File: src/rtl/instruction_fetch_unit.sv
`default_nettype none
// ============================================================================
// Module      : instruction_fetch_unit
// Description : Sequential instruction fetch front end. It issues one
//               word-aligned request at a time to instruction memory, buffers
//               returned words together with their fetch PC in a small FIFO,
//               and hands them to decode. A redirect flushes the buffer, loads
//               a new fetch PC, and discards any response still in flight.
// Revision    : 1.0 - initial release
// ----------------------------------------------------------------------------
// Parameters
//   RESET_PC        address of the first fetch after reset
//   DEPTH           fetched-instruction buffer entries (2 or 4)
// Ports
//   clock           single clock, rising edge
//   reset           asynchronous, active-high
//   mem_req_valid   fetch request to instruction memory
//   mem_req_addr    word-aligned fetch address (always the fetch PC)
//   mem_req_ready   memory accepts the request this cycle
//   mem_resp_valid  instruction word returned this cycle
//   mem_resp_data   returned instruction word
//   instr_valid     buffer head holds a valid instruction
//   instr_data      instruction word at the buffer head
//   instr_pc        fetch address of instr_data
//   instr_ready     decode consumes the head this cycle
//   redirect_valid  branch/jump redirect of the fetch stream
//   redirect_pc     new fetch address (bits [1:0] ignored)
// ============================================================================
module instruction_fetch_unit #(
  parameter logic [31:0] RESET_PC = 32'h0000_0000,
  parameter int          DEPTH    = 2
) (
  input  logic        clock,
  input  logic        reset,
  output logic        mem_req_valid,
  output logic [31:0] mem_req_addr,
  input  logic        mem_req_ready,
  input  logic        mem_resp_valid,
  input  logic [31:0] mem_resp_data,
  output logic        instr_valid,
  output logic [31:0] instr_data,
  output logic [31:0] instr_pc,
  input  logic        instr_ready,
  input  logic        redirect_valid,
  input  logic [31:0] redirect_pc
);

  localparam int PTR_W = (DEPTH > 2) ? 2 : 1;
  localparam int CNT_W = PTR_W + 1;
  localparam logic [CNT_W-1:0] c_depth_cnt = CNT_W'(DEPTH);
  localparam logic [PTR_W-1:0] c_ptr_one   = PTR_W'(1);

  typedef enum logic [1:0] {
    ST_FETCH = 2'd0,
    ST_WAIT  = 2'd1,
    ST_DRAIN = 2'd2   // waiting for a response that must be thrown away
  } state_t;

  state_t r_state;
  state_t w_state_nxt;

  // PCs are kept as word addresses so the low two bits are zero by construction.
  logic [29:0] r_fetch_pc;
  logic [29:0] r_req_pc;

  logic [31:0]      r_buf_data [DEPTH];
  logic [29:0]      r_buf_pc   [DEPTH];
  logic [PTR_W-1:0] r_head;
  logic [PTR_W-1:0] r_tail;
  logic [CNT_W-1:0] r_count;

  logic w_accept;
  logic w_push;
  logic w_pop;
  logic w_unused_redirect_lsbs;

  assign w_unused_redirect_lsbs = ^redirect_pc[1:0];

  // Gated by reset so no request is visible while reset is held, even though
  // the state/count registers already read FETCH/empty.
  assign mem_req_valid = (r_state == ST_FETCH) && (r_count < c_depth_cnt) &&
                         !redirect_valid && !reset;
  assign mem_req_addr  = {r_fetch_pc, 2'b00};

  assign w_accept = mem_req_valid && mem_req_ready;
  assign w_push   = (r_state == ST_WAIT) && mem_resp_valid && !redirect_valid;
  assign w_pop    = instr_valid && instr_ready && !redirect_valid;

  assign instr_valid = (r_count != '0);
  assign instr_data  = r_buf_data[r_head];
  assign instr_pc    = {r_buf_pc[r_head], 2'b00};

  // --------------------------------------------------------------------------
  // FSM
  // --------------------------------------------------------------------------
  always_comb begin
    w_state_nxt = r_state;
    case (r_state)
      ST_FETCH: begin
        if (w_accept) begin
          w_state_nxt = ST_WAIT;
        end
      end
      ST_WAIT: begin
        if (redirect_valid) begin
          // A response in the redirect cycle is dropped; otherwise it is
          // still owed and must be drained before fetching again.
          w_state_nxt = mem_resp_valid ? ST_FETCH : ST_DRAIN;
        end else if (mem_resp_valid) begin
          w_state_nxt = ST_FETCH;
        end
      end
      ST_DRAIN: begin
        if (mem_resp_valid) begin
          w_state_nxt = ST_FETCH;
        end
      end
      default: w_state_nxt = ST_FETCH;
    endcase
  end

  always_ff @(posedge clock or posedge reset) begin
    if (reset) begin
      r_state <= ST_FETCH;
    end else begin
      r_state <= w_state_nxt;
    end
  end

  // --------------------------------------------------------------------------
  // Fetch PC and outstanding request PC
  // --------------------------------------------------------------------------
  always_ff @(posedge clock or posedge reset) begin
    if (reset) begin
      r_fetch_pc <= RESET_PC[31:2];
      r_req_pc   <= '0;
    end else begin
      if (redirect_valid) begin
        r_fetch_pc <= redirect_pc[31:2];
      end else if (w_accept) begin
        r_fetch_pc <= r_fetch_pc + 30'd1;   // wraps modulo 2^32 bytes
      end
      if (w_accept) begin
        r_req_pc <= r_fetch_pc;
      end
    end
  end

  // --------------------------------------------------------------------------
  // Fetched-instruction buffer (circular, DEPTH is a power of two)
  // --------------------------------------------------------------------------
  always_ff @(posedge clock or posedge reset) begin
    if (reset) begin
      for (int i = 0; i < DEPTH; i++) begin
        r_buf_data[i] <= '0;
        r_buf_pc[i]   <= '0;
      end
      r_head  <= '0;
      r_tail  <= '0;
      r_count <= '0;
    end else if (redirect_valid) begin
      r_head  <= '0;
      r_tail  <= '0;
      r_count <= '0;
    end else begin
      if (w_push) begin
        r_buf_data[r_tail] <= mem_resp_data;
        r_buf_pc[r_tail]   <= r_req_pc;
        r_tail             <= r_tail + c_ptr_one;
      end
      if (w_pop) begin
        r_head <= r_head + c_ptr_one;
      end
      case ({w_push, w_pop})
        2'b10:   r_count <= r_count + CNT_W'(1);
        2'b01:   r_count <= r_count - CNT_W'(1);
        default: r_count <= r_count;
      endcase
    end
  end

endmodule
`default_nettype wire

File: config.mk
export PLATFORM = sky130hd
export DESIGN_NAME = instruction_fetch_unit
export DESIGN_NICKNAME = d
export VERILOG_FILES = /design/src/rtl/instruction_fetch_unit.sv
export SDC_FILE = /design/constraint.sdc
export NUM_CORES = 1
export LEC_CHECK = 0
export ABC_CLOCK_PERIOD_IN_PS = 15900
export BUFFER_PORTS_ARGS = -buffer_cell sky130_fd_sc_hd__buf_2
export CAP_MARGIN = 20
export CORE_UTILIZATION = 40
export CTS_CLUSTER_DIAMETER = 30
export CTS_CLUSTER_SIZE = 28
export DETAILED_ROUTE_END_ITERATION = 12
export REMOVE_ABC_BUFFERS = 1
export SLEW_MARGIN = 5
export SYNTH_ARGS = -nofsm -noshare
export SYNTH_HDL_FRONTEND = slang
export SYNTH_SLANG_ARGS = --single-unit
File: constraint.sdc
create_clock -name clock -period 15.9 [get_ports clock]
set_input_delay 4.77 -clock clock [delete_from_list [all_inputs] [get_ports clock]]
set_output_delay 4.77 -clock clock [all_outputs]
set_load 0.005 [all_outputs]
Yosys cells after proc, flatten, opt, wreduce, memory -nomap -nowiden
Cells that the tools add are included.
{"block": "word_totals", "wordCells": 70, "inputBits": 70, "regBits": 190, "out_inout_bits": 98}
{"block": "op_classes", "reduce_logical": 18, "bitwise": 3, "n_eq_ne": 5, "muxes": 25, "order_cmp": 4, "add_sub_neg": 5}
{"op": "$mux 30", "count": 6}
{"op": "$mux 32", "count": 4}
{"op": "$bwmux 64", "count": 1}
{"op": "$bwmux 60", "count": 1}
{"op": "$demux 32 s1", "count": 1}
{"op": "$add 30x1->30 const B", "count": 1}
{"op": "$demux 30 s1", "count": 1}
{"op": "$mux 2", "count": 5}
{"op": "$logic_and 1x1->1", "count": 9}
{"op": "$reduce_bool 2->1", "count": 4}
{"op": "$pmux 2 s3", "count": 1}
{"op": "$eq 2x1->1 const B", "count": 2}
{"op": "$eq 2x2->1 const B", "count": 2}
{"op": "$ge 2x2->1 const B", "count": 2}
{"op": "$mux 1", "count": 4}
{"op": "$not 1->2", "count": 2}
{"op": "$pmux 2 s2", "count": 1}
{"op": "$reduce_bool 3->1", "count": 1}
{"op": "$add 1x1->1 const B", "count": 2}
{"op": "$add 2x1->2 const B", "count": 1}
{"op": "$logic_not 1->1", "count": 2}
{"op": "$logic_not 2->1", "count": 1}
{"op": "$lt 2x1->1 const B", "count": 1}
{"op": "$lt 2x2->1 const B", "count": 1}
{"op": "other kinds (4)", "count": 4}

Logic depth before layout (Yosys ltp)
Gate-level depths: netlist (run 1).
{"block": "logic_depth", "word_depth": 7, "ltp_mapped": 8, "mapped_depth_nobuf": 6}

Worst setup path before layout (run 1)
No wires, ideal clock.
{"block": "synth_path", "path_type": "in2out", "startpoint": "input redirect_valid", "endpoint": "output mem_req_valid", "path_stages": 3, "n_path_buf": 1, "setup_slack_ps": 5597, "required_ps": 11130, "arrival_time_ps": 5533, "path_cell_list": "buf_6 or4_4 nor2_1"}
{"block": "synth_via", "elab_chain_cells": 3}
{"element": "from (decl)", "line_no": "44", "text": "input logic redirect_valid,"}
{"element": "$logic_not 1->1", "line_no": "82", "text": "!redirect_valid && !reset;"}
{"element": "$logic_and 1x1->1", "line_no": "81", "text": "assign mem_req_valid = (r_state == ST_FETCH) && (r_count < c_depth_cnt) &&"}
{"element": "$logic_and 1x1->1", "line_no": "82"}
{"element": "to (decl)", "line_no": "35", "text": "output logic mem_req_valid,"}
No other way between the ends.

Worst setup path after layout (run 1)
Same ends and word-level chain as after synthesis.

==> flow_metrics.env, run 1 <==
export IMPL_grt_pass1_vias=5937
export IMPL_syn_inst=712
export IMPL_post_cts_setup_buffers=0
export IMPL_rr_startpoint="r_fetch_pc[0]$_DFFE_PP0P_"
export IMPL_grt_pass1_wl_mm=32.5
export IMPL_netlist_area_um2=8540
export IMPL_postCtsHoldBufs=0
export IMPL_yosys_area_top_type_share_pct=55.7
export IMPL_synth_fa_ha_area_share_pct=0.146
export IMPL_slowest_delay_ps=640
export IMPL_rows=53
export IMPL_dieArea_um2=21900
export IMPL_htreeDepth=4
export IMPL_totalWireLength_mm=20.1
export IMPL_die_w_um=148
export IMPL_synth_edf_count=0
export IMPL_drt_pass1_iterations=5
export IMPL_drv_slew=0
export IMPL_drive_above_1_share_pct=45.8
export IMPL_start_util_pct=40.8
export IMPL_pre_cts_slack_ps=5120
export IMPL_slew_headroom_pct=32.7
export IMPL_grt_overflow_total=0
export IMPL_multi_input_area_um2=3610
export IMPL_holdPathStages=2
export IMPL_synth_xor_area_share_pct=0.410
export IMPL_avgSynthCellArea_um2=12.0
export IMPL_fmax_ghz=0.0928
export IMPL_p_total_mw=1.29
export IMPL_worstPathRequired_ps=11130
export IMPL_drc_errors=0
export IMPL_critPathCaptureType="primary output"
export IMPL_synth_compound_area_share_pct=5.17
export IMPL_power_density_nw_per_um2=126
export IMPL_io_pin_count=168
export IMPL_place_congestion=0.784
export IMPL_setup_viol=0
export IMPL_ff2ff_setup_slack_ps=13240
export IMPL_ctsRootBufferMaster="clkbuf_16"
export IMPL_async_flop_share_pct=100
export IMPL_drt_iter0_markers=220
export IMPL_p_leak_nw=5.05
export IMPL_ir_drop_v=0.0000751
export IMPL_rsz0062_at_grt="false"
export IMPL_synthSimpleGateAreaFrac_pct=11.5
export IMPL_vias=6053
export IMPL_synth_warnings=0
export IMPL_muxShareOfSynthArea_pct=24.7
export IMPL_synthTopCellsByArea="dfrtp_1 (56%), mux2_2 (25%), nand2_1 (5.7%), o21ai_0 (1.4%), clkbuf_1 (1.2%)"
export IMPL_critPathSlowestCell="or4_4"
export IMPL_clock_latency_ps=430
export IMPL_post_synth_num_cell_types=50
export IMPL_antenna_cells=0
export IMPL_hold_violations=0
export IMPL_antenna_found_initial=0
export IMPL_place_hpwl_mm=12.7
export IMPL_hp_class="flip-flop to flip-flop"
export IMPL_cp_max_fo=45
export IMPL_arrival_ps=6010
export IMPL_whs_endpoint="r_req_pc[28]$_DFFE_PP0P_"
export IMPL_cts_buffers=17
export IMPL_fin_skew_ps=12.7
export IMPL_grt_util_all_layers_pct=19.1
export IMPL_rr_endpoint="r_fetch_pc[24]$_DFFE_PP0P_"
export IMPL_setup_worst_path_class="input pin to primary output"
export IMPL_synth_seq_cells=190
export IMPL_ys_flop_type="dfrtp_1"
export IMPL_worst_pin_slew_ps=1010
export IMPL_fin_nets=935
export IMPL_synth_top_cell_by_area="dfrtp_1"
export IMPL_cts_tree="built"
export IMPL_nFillCells=1955
export IMPL_clk_pin_slew_ps=60
export IMPL_crit_path_start="redirect_valid"
export IMPL_area_delta_synth_final_pct=19.7
export IMPL_start_kind="input pin"
export IMPL_run_status="completed"
export IMPL_min_period_ps=10780
export IMPL_cp_cell_sequence="buf_2 > buf_4 > or4_4 > nor2_1 > buf_2"
export IMPL_coreArea_um2=21000
export IMPL_regArea_um2=4760
export IMPL_path_common_cell="buf_2"
export IMPL_hold_start="r_req_pc[28]$_DFFE_PP0P_"
export IMPL_synth_top_family_by_area="multiplexers"
export IMPL_cts_resized=0
export IMPL_io_buffers=161
export IMPL_clock_sinks=190
export IMPL_dieHeight_um=148
export IMPL_finalCritPeriodShare_pct=67.8
export IMPL_ant_nets=0
export IMPL_fin_tns_setup_ps=0
export IMPL_grt_max_degree=114
export IMPL_maxCapViolations=0
export IMPL_ff2ff_path_depth=6
export IMPL_ys_seq_area_share_pct=55.7
export IMPL_routedWlPerCell_um=17.5
export IMPL_cts_buffer_depth=2
export IMPL_layout_setup_ws_ps=5120
export IMPL_drt_vias_per_instance=5.26
layer usage:
metal | global-route usage [%] | wire length, um
met3 | 4.17 | 1180
met4 | 5.77 | 307
met2 | 29.8 | 8950
met1 | 26.7 | 9650
met5 | 0 | 0
worst max-delay path by stage:
| stage | endpoint | slack [ps] |
|---|---|---|
| 6_report | mem_req_valid | 5120 |
| 2_1_floorplan | mem_req_valid | 5720 |
| 4_1_cts | mem_req_valid | 5120 |
| 3_3_place_gp | mem_req_valid | 5110 |
| 5_1_grt | mem_req_valid | 5080 |
| 3_5_place_dp | mem_req_valid | 5120 |
power breakdown:
part	internal, mW	total [mW]	leakage (nW)	switching [mW]
registers	0.569	0.625	2.47	0.0557
logic	0.146	0.248	2.30	0.102
clock network	0.229	0.421	0.272	0.192
total	0.944	1.29	5.05	0.349
sequential cells by signal (all words and copies together), names as in the netlist:
name / count
r_count: 2
r_state: 2
r_buf_data: 64
r_buf_pc: 60
r_req_pc: 30
r_head: 1
r_fetch_pc: 30
r_tail: 1
final cells by class:
| cell class | instances | share of cell area (%) |
|---|---|---|
| Clock inverter | 11 | 1.03 |
| Tap cell | 275 | 3.36 |
| Clock buffer | 20 | 4.56 |
| Sequential cell | 190 | 46.5 |
| Inverter | 5 | 0.257 |
| Multi-Input combinational cell | 478 | 35.3 |
| Timing Repair Buffer | 172 | 8.96 |
synth_stat cells (all sizes together), types with 2 or more instances:
| master | count |
|---|---|
| nor3 | 4 |
| a21oi | 6 |
| or2 | 2 |
| o311ai | 9 |
| nand3 | 19 |
| dfrtp | 190 |
| nand2b | 2 |
| nor2b | 7 |
| o211ai | 8 |
| nor4 | 5 |
| or3 | 3 |
| xor2 | 2 |
| a221o | 3 |
| nor2 | 18 |
| a31oi | 5 |
| inv | 4 |
| nand4 | 8 |
| a41oi | 2 |
| buf | 14 |
| o21ai | 24 |
| or4 | 5 |
| or4b | 2 |
| a31o | 2 |
| nand2 | 129 |
| xnor2 | 2 |
| a22oi | 2 |
| clkbuf | 28 |
| and4 | 2 |
| and3 | 6 |
| mux2 | 187 |
kinds of logic after synthesis:
group           Yosys count
compound gates           66
xor+xnor                  4
fa+ha+maj                 1
buf+inv                  47
flops                   190
mux                     187
other cells               1
simple gates            216
layout by cell type (no fill, tap or decap), drive strengths merged, types with 5 or more instances in the layout:
master  synthesis  final
or4             5      5
and3            6      6
o311ai          9      9
nand3          19     19
o211ai          8      8
nor2           18     18
nand4           8      8
buf            14    172
nor2b           7      7
a21oi           6      6
clkbuf         28     20
dfrtp         190    190
nor4            5      5
a31oi           5      5
inv             4      8
mux2          187    187
nand2         129    129
o21ai          24     24
critical path, delay by kind of cell:
| kind | cells | cell delay (ps) |
|---|---|---|
| buffers and inverters | 3 | 480 |
| AND/OR/NAND/NOR | 2 | 740 |
stage by stage:
step / util (%) / cells / hold WS, ps / area, um^2
floorplan: - / 673 / 458 / 8370
global placement: 45.8 / 1117 / 481 / 9610
detailed placement: 45.9 / 1118 / 487 / 9620
CTS: 48.6 / 1149 / 504 / 10200
global route: 48.8 / 1151 / 519 / 10200
finish: 48.8 / 1151 / 498 / 10200
(Power assumes the default switching activity.)
==> run 2, diff against run 1 <==
--- a/config.mk
+++ b/config.mk
@@ -5,7 +5,7 @@
 export SDC_FILE = /design/constraint.sdc
 export NUM_CORES = 1
 export LEC_CHECK = 0
-export ABC_CLOCK_PERIOD_IN_PS = 15900
+export ABC_CLOCK_PERIOD_IN_PS = 9000
 export BUFFER_PORTS_ARGS = -buffer_cell sky130_fd_sc_hd__buf_2
 export CAP_MARGIN = 20
 export CORE_UTILIZATION = 40
==> constraint.sdc (replaced) <==
create_clock -name clock -period 9 [get_ports clock]
set_input_delay 2.7 -clock clock [delete_from_list [all_inputs] [get_ports clock]]
set_output_delay 2.7 -clock clock [all_outputs]
set_load 0.005 [all_outputs]
==> flow_metrics.env, run 2 (same netlist as run 1, synthesis figures left out) <==
export IMPL_grt_util_all_layers_pct=18.8
export IMPL_rr_endpoint="r_buf_data[50]$_DFFE_PP0P_"
export IMPL_largestRegisters="r_buf_data (64), r_buf_pc (60)"
export IMPL_coreArea_um2=21000
export IMPL_io_pin_count=168
export IMPL_cts_buffers=17
export IMPL_pre_cts_slack_ps=2680
export IMPL_setup_worst_path_class="input pin to primary output"
export IMPL_hp_class="flip-flop to flip-flop"
export IMPL_cts_tree="built"
export IMPL_finalCritPeriodShare_pct=70.3
export IMPL_clock_sinks=190
export IMPL_drv_slew=0
export IMPL_ir_drop_v=0.000134
export IMPL_fin_cells=1149
export IMPL_dieHeight_um=148
export IMPL_clk_pin_slew_ps=70
export IMPL_hold_violations=0
export IMPL_maxCapViolations=0
export IMPL_fin_skew_ps=11.8
export IMPL_rr_startpoint="r_state[1]$_DFFE_PP0P_"
export IMPL_fin_tns_setup_ps=0
export IMPL_rsz0062_at_grt="false"
export IMPL_drive_above_1_share_pct=45.5
export IMPL_grt_pass1_vias=5903
export IMPL_start_util_pct=40.8
export IMPL_dieArea_um2=21900
export IMPL_grt_overflow_total=0
export IMPL_min_period_ps=6320
export IMPL_ctsRootBufferMaster="clkbuf_16"
export IMPL_totalWireLength_mm=19.9
export IMPL_postCtsHoldBufs=0
export IMPL_cts_buffer_depth=2
export IMPL_fmax_ghz=0.158
export IMPL_top_register="r_buf_data"
export IMPL_antenna_found_initial=0
export IMPL_run_status="completed"
export IMPL_io_buffers=161
export IMPL_regArea_um2=4760
export IMPL_drt_pass1_iterations=4
export IMPL_area_delta_synth_final_pct=19.7
export IMPL_clock_latency_ps=430
export IMPL_htreeDepth=4
export IMPL_layout_setup_ws_ps=2680
export IMPL_ant_nets=0
export IMPL_hold_ws_ps=499
export IMPL_drc_errors=0
export IMPL_worstPathRequired_ps=6300
export IMPL_p_leak_nw=5.04
export IMPL_die_w_um=148
export IMPL_grt_pass1_wl_mm=32.1
export IMPL_worst_pin_slew_ps=1000
export IMPL_post_cts_setup_buffers=0
export IMPL_final_core_util_pct=48.8
export IMPL_place_congestion=0.806
export IMPL_power_density_nw_per_um2=228
export IMPL_grt_max_degree=129
export IMPL_drt_iter0_markers=297
export IMPL_place_hpwl_mm=12.6
export IMPL_ff2ff_setup_slack_ps=5980
export IMPL_vias=6002
export IMPL_drt_vias_per_instance=5.22
export IMPL_arrival_ps=3620
export IMPL_antenna_cells=0
export IMPL_routedWlPerCell_um=17.3
export IMPL_fin_nets=932
export IMPL_start_kind="input pin"
export IMPL_multi_input_area_um2=3610
export IMPL_holdPathStages=2
export IMPL_hold_start="r_req_pc[9]$_DFFE_PP0P_"
export IMPL_ff2ff_path_depth=5
export IMPL_setup_viol=0
export IMPL_largest_reg_flops=64
export IMPL_dp_cells=1116
export IMPL_nFillCells=1953
export IMPL_layout_common_cells="dfrtp_1 (189), mux2_2 (186), buf_2 (161)"
export IMPL_slew_headroom_pct=32.5
export IMPL_critPathCaptureType="primary output"
export IMPL_whs_endpoint="r_req_pc[9]$_DFFE_PP0P_"
export IMPL_cp_max_fo=3
export IMPL_rows=53
export IMPL_cts_resized=0
export IMPL_crit_path_start="redirect_valid"
export IMPL_final_common_cell="dfrtp_1"
run 2: cell count changes in the layout (fill, tap and decap cells not counted), sizes merged:
cell / previous run / this run
inv: 8 / 6
clkinv: 3 / 5
bufinv: 1 / 3
clkinvlp: 4 / 3
buf: 172 / 169
run 2: power breakdown:
part           total, mW  switching [mW]  internal, mW  leakage [nW]
Clock              0.788           0.334         0.454         0.293
Sequential          1.10          0.0977          1.01          2.47
Combinational      0.436           0.179         0.257          2.28
Total               2.33           0.611          1.72          5.04
run 2: worst max path at each step:
stage / end / slack (ps) / depth (start not counted)
4_1_cts: mem_req_valid / 2680 / 4
5_1_grt: mem_req_valid / 2650 / 4
3_3_place_gp: mem_req_valid / 2680 / 4
2_1_floorplan: r_buf_data[0]$_DFFE_PP0P_ / 1130 / 1
3_5_place_dp: mem_req_valid / 2680 / 4
6_report: mem_req_valid / 2680 / 4
run 2: worst max-delay path, cell delays in order:
cell    delay, ps
buf_2         120
or4_4         580
nor2_1        100
buf_2         110
run 2: final cells by class:
cell class	count	share of cell area, %
inverter	5	0.257
clock inverter	12	1.54
multi-input combinational	478	35.3
timing repair buffer	169	8.51
tap	275	3.37
clock buffer	20	4.47
sequential	190	46.5
run 2: routing by layer:
layer  wire length, um  track usage, %
met1              9610            26.3
met2              8790            28.6
met3              1100            4.33
met4               429            6.60
met5                 0               0
run 2: metrics by stage:
step / total power [mW] / instance area [um^2]
after CTS: 2.36 / 10200
final: 2.33 / 10200
after detailed placement: 1.56 / 9600
after global routing: 2.46 / 10200
after global placement: 1.55 / 9600
after floorplan: 1.36 / 8370
==> run 3, diff against run 2 <==
--- a/config.mk
+++ b/config.mk
@@ -5,7 +5,7 @@
 export SDC_FILE = /design/constraint.sdc
 export NUM_CORES = 1
 export LEC_CHECK = 0
-export ABC_CLOCK_PERIOD_IN_PS = 9000
+export ABC_CLOCK_PERIOD_IN_PS = 5700
 export BUFFER_PORTS_ARGS = -buffer_cell sky130_fd_sc_hd__buf_2
 export CAP_MARGIN = 20
 export CORE_UTILIZATION = 40
==> constraint.sdc (replaced) <==
create_clock -name clock -period 5.7 [get_ports clock]
set_input_delay 1.71 -clock clock [delete_from_list [all_inputs] [get_ports clock]]
set_output_delay 1.71 -clock clock [all_outputs]
set_load 0.005 [all_outputs]
==> flow_metrics.env, run 3 (same netlist as run 1, synthesis figures left out) <==
export IMPL_power_density_nw_per_um2=368
export IMPL_hold_ws_ps=493
export IMPL_place_congestion=0.780
export IMPL_die_w_um=148
export IMPL_htreeDepth=4
export IMPL_cts_buffer_depth=2
export IMPL_postCtsHoldBufs=0
export IMPL_ir_drop_v=0.000217
export IMPL_final_common_cell="dfrtp_1"
export IMPL_hold_violations=0
export IMPL_antenna_cells=0
export IMPL_cp_cell_sequence="buf_2 > or4_4 > nor2_1 > buf_2"
export IMPL_ant_nets=0
export IMPL_grt_max_degree=139
export IMPL_largestRegisters="r_buf_data (64), r_buf_pc (60)"
export IMPL_drt_pass1_iterations=4
export IMPL_io_buffers=161
export IMPL_hp_class="flip-flop to flip-flop"
export IMPL_critPathSlowestCell="or4_4"
export IMPL_vias=6055
export IMPL_drc_errors=0
export IMPL_coreArea_um2=21000
export IMPL_fin_skew_ps=8.75
export IMPL_clock_sinks=190
export IMPL_totalWireLength_mm=20.1
export IMPL_dieArea_um2=21900
export IMPL_cts_resized=0
export IMPL_clk_pin_slew_ps=70
export IMPL_drv_slew=0
export IMPL_layout_common_cells="dfrtp_1 (189), mux2_2 (186), buf_2 (161)"
export IMPL_min_period_ps=4330
export IMPL_cts_buffers=17
export IMPL_antenna_found_initial=1
export IMPL_place_hpwl_mm=12.9
export IMPL_setup_worst_path_class="input pin to primary output"
export IMPL_drt_vias_per_instance=5.26
export IMPL_post_cts_setup_buffers=0
export IMPL_routedWlPerCell_um=17.4
export IMPL_top_register="r_buf_data"
export IMPL_fin_tns_setup_ps=0
export IMPL_slowest_delay_ps=580
export IMPL_grt_pass1_vias=6024
export IMPL_dieHeight_um=148
export IMPL_slew_headroom_pct=23.6
export IMPL_arrival_ps=2620
export IMPL_rr_startpoint="r_fetch_pc[0]$_DFFE_PP0P_"
export IMPL_grt_pass1_wl_mm=32.7
export IMPL_run_status="completed"
export IMPL_drt_iter0_markers=272
export IMPL_io_pin_count=168
export IMPL_ctsRootBufferMaster="clkbuf_16"
export IMPL_cts_tree="built"
export IMPL_area_delta_synth_final_pct=20.5
export IMPL_critPathCaptureType="primary output"
export IMPL_finalCritPeriodShare_pct=76.0
export IMPL_fin_nets=935
export IMPL_setup_viol=0
export IMPL_largest_reg_flops=64
export IMPL_worst_pin_slew_ps=1140
export IMPL_final_core_util_pct=49.1
export IMPL_rsz0062_at_grt="false"
export IMPL_drive_above_1_share_pct=45.6
export IMPL_start_util_pct=40.8
export IMPL_fmax_ghz=0.231
export IMPL_rows=53
export IMPL_hold_start="r_req_pc[28]$_DFFE_PP0P_"
export IMPL_maxCapViolations=0
export IMPL_worstPathRequired_ps=3990
export IMPL_grt_util_all_layers_pct=19.1
export IMPL_p_leak_nw=5.08
export IMPL_start_kind="input pin"
export IMPL_grt_overflow_total=0
export IMPL_clock_latency_ps=420
export IMPL_path_common_cell="buf_2"
export IMPL_p_total_mw=3.79
export IMPL_crit_path_start="redirect_valid"
export IMPL_cp_max_fo=3
## run 3: metrics by stage
stage          instances  cell area, um^2  setup WS (ps)
6_report            1152            10300           1370
5_1_grt             1152            10300           1330
4_1_cts             1152            10300           1360
3_5_place_dp        1120             9630           1360
3_3_place_gp        1120             9630           1360
2_1_floorplan        673             8370          -1180
## run 3: layer usage
layer | GRT usage [%] | part of all wire (%) | up-vias
met5 | 0 | 0.065 | -
met4 | 4.43 | 0.99 | 2
met3 | 5.15 | 5.9 | 14
met2 | 29.5 | 46 | 174
met1 | 26.7 | 47 | 3034
li1 | - | - | 2831
## run 3: power breakdown
group          switching [mW]  internal (mW)  total, mW
registers               0.158           1.59       1.75
clock network           0.523          0.828       1.35
logic                   0.284          0.405      0.689
total                   0.965           2.82       3.79
## run 3: area by class of cell
class                           count  area, um^2
Sequential cell                   190        4760
Inverter                            5        26.3
Clock buffer                       19         433
Fill cell                        1942       10700
Clock inverter                     13         234
Tap cell                          275         344
Multi-Input combinational cell    478        3610
Timing Repair Buffer              172         888
## run 3: final timing paths
path / end / slack [ps] / cells after the start
max: mem_req_valid / 1370 / 4
max reg2reg: r_fetch_pc[24]$_DFFE_PP0P_ / 2980 / 6
min: r_req_pc[28]$_DFFE_PP0P_ / 490 / 2
min in group asynchronous: r_count[1]$_DFFE_PP0P_ / 1490 / 2
min reg2reg: r_req_pc[28]$_DFFE_PP0P_ / 490 / 2
max in group asynchronous: r_buf_pc[55]$_DFFE_PP0P_ / 3230 / 3
## run 3: critical path, delay by kind of cell
family / cells / cell delay (ps)
buffers and inverters: 2 / 230
and+or+nand+nor: 2 / 680
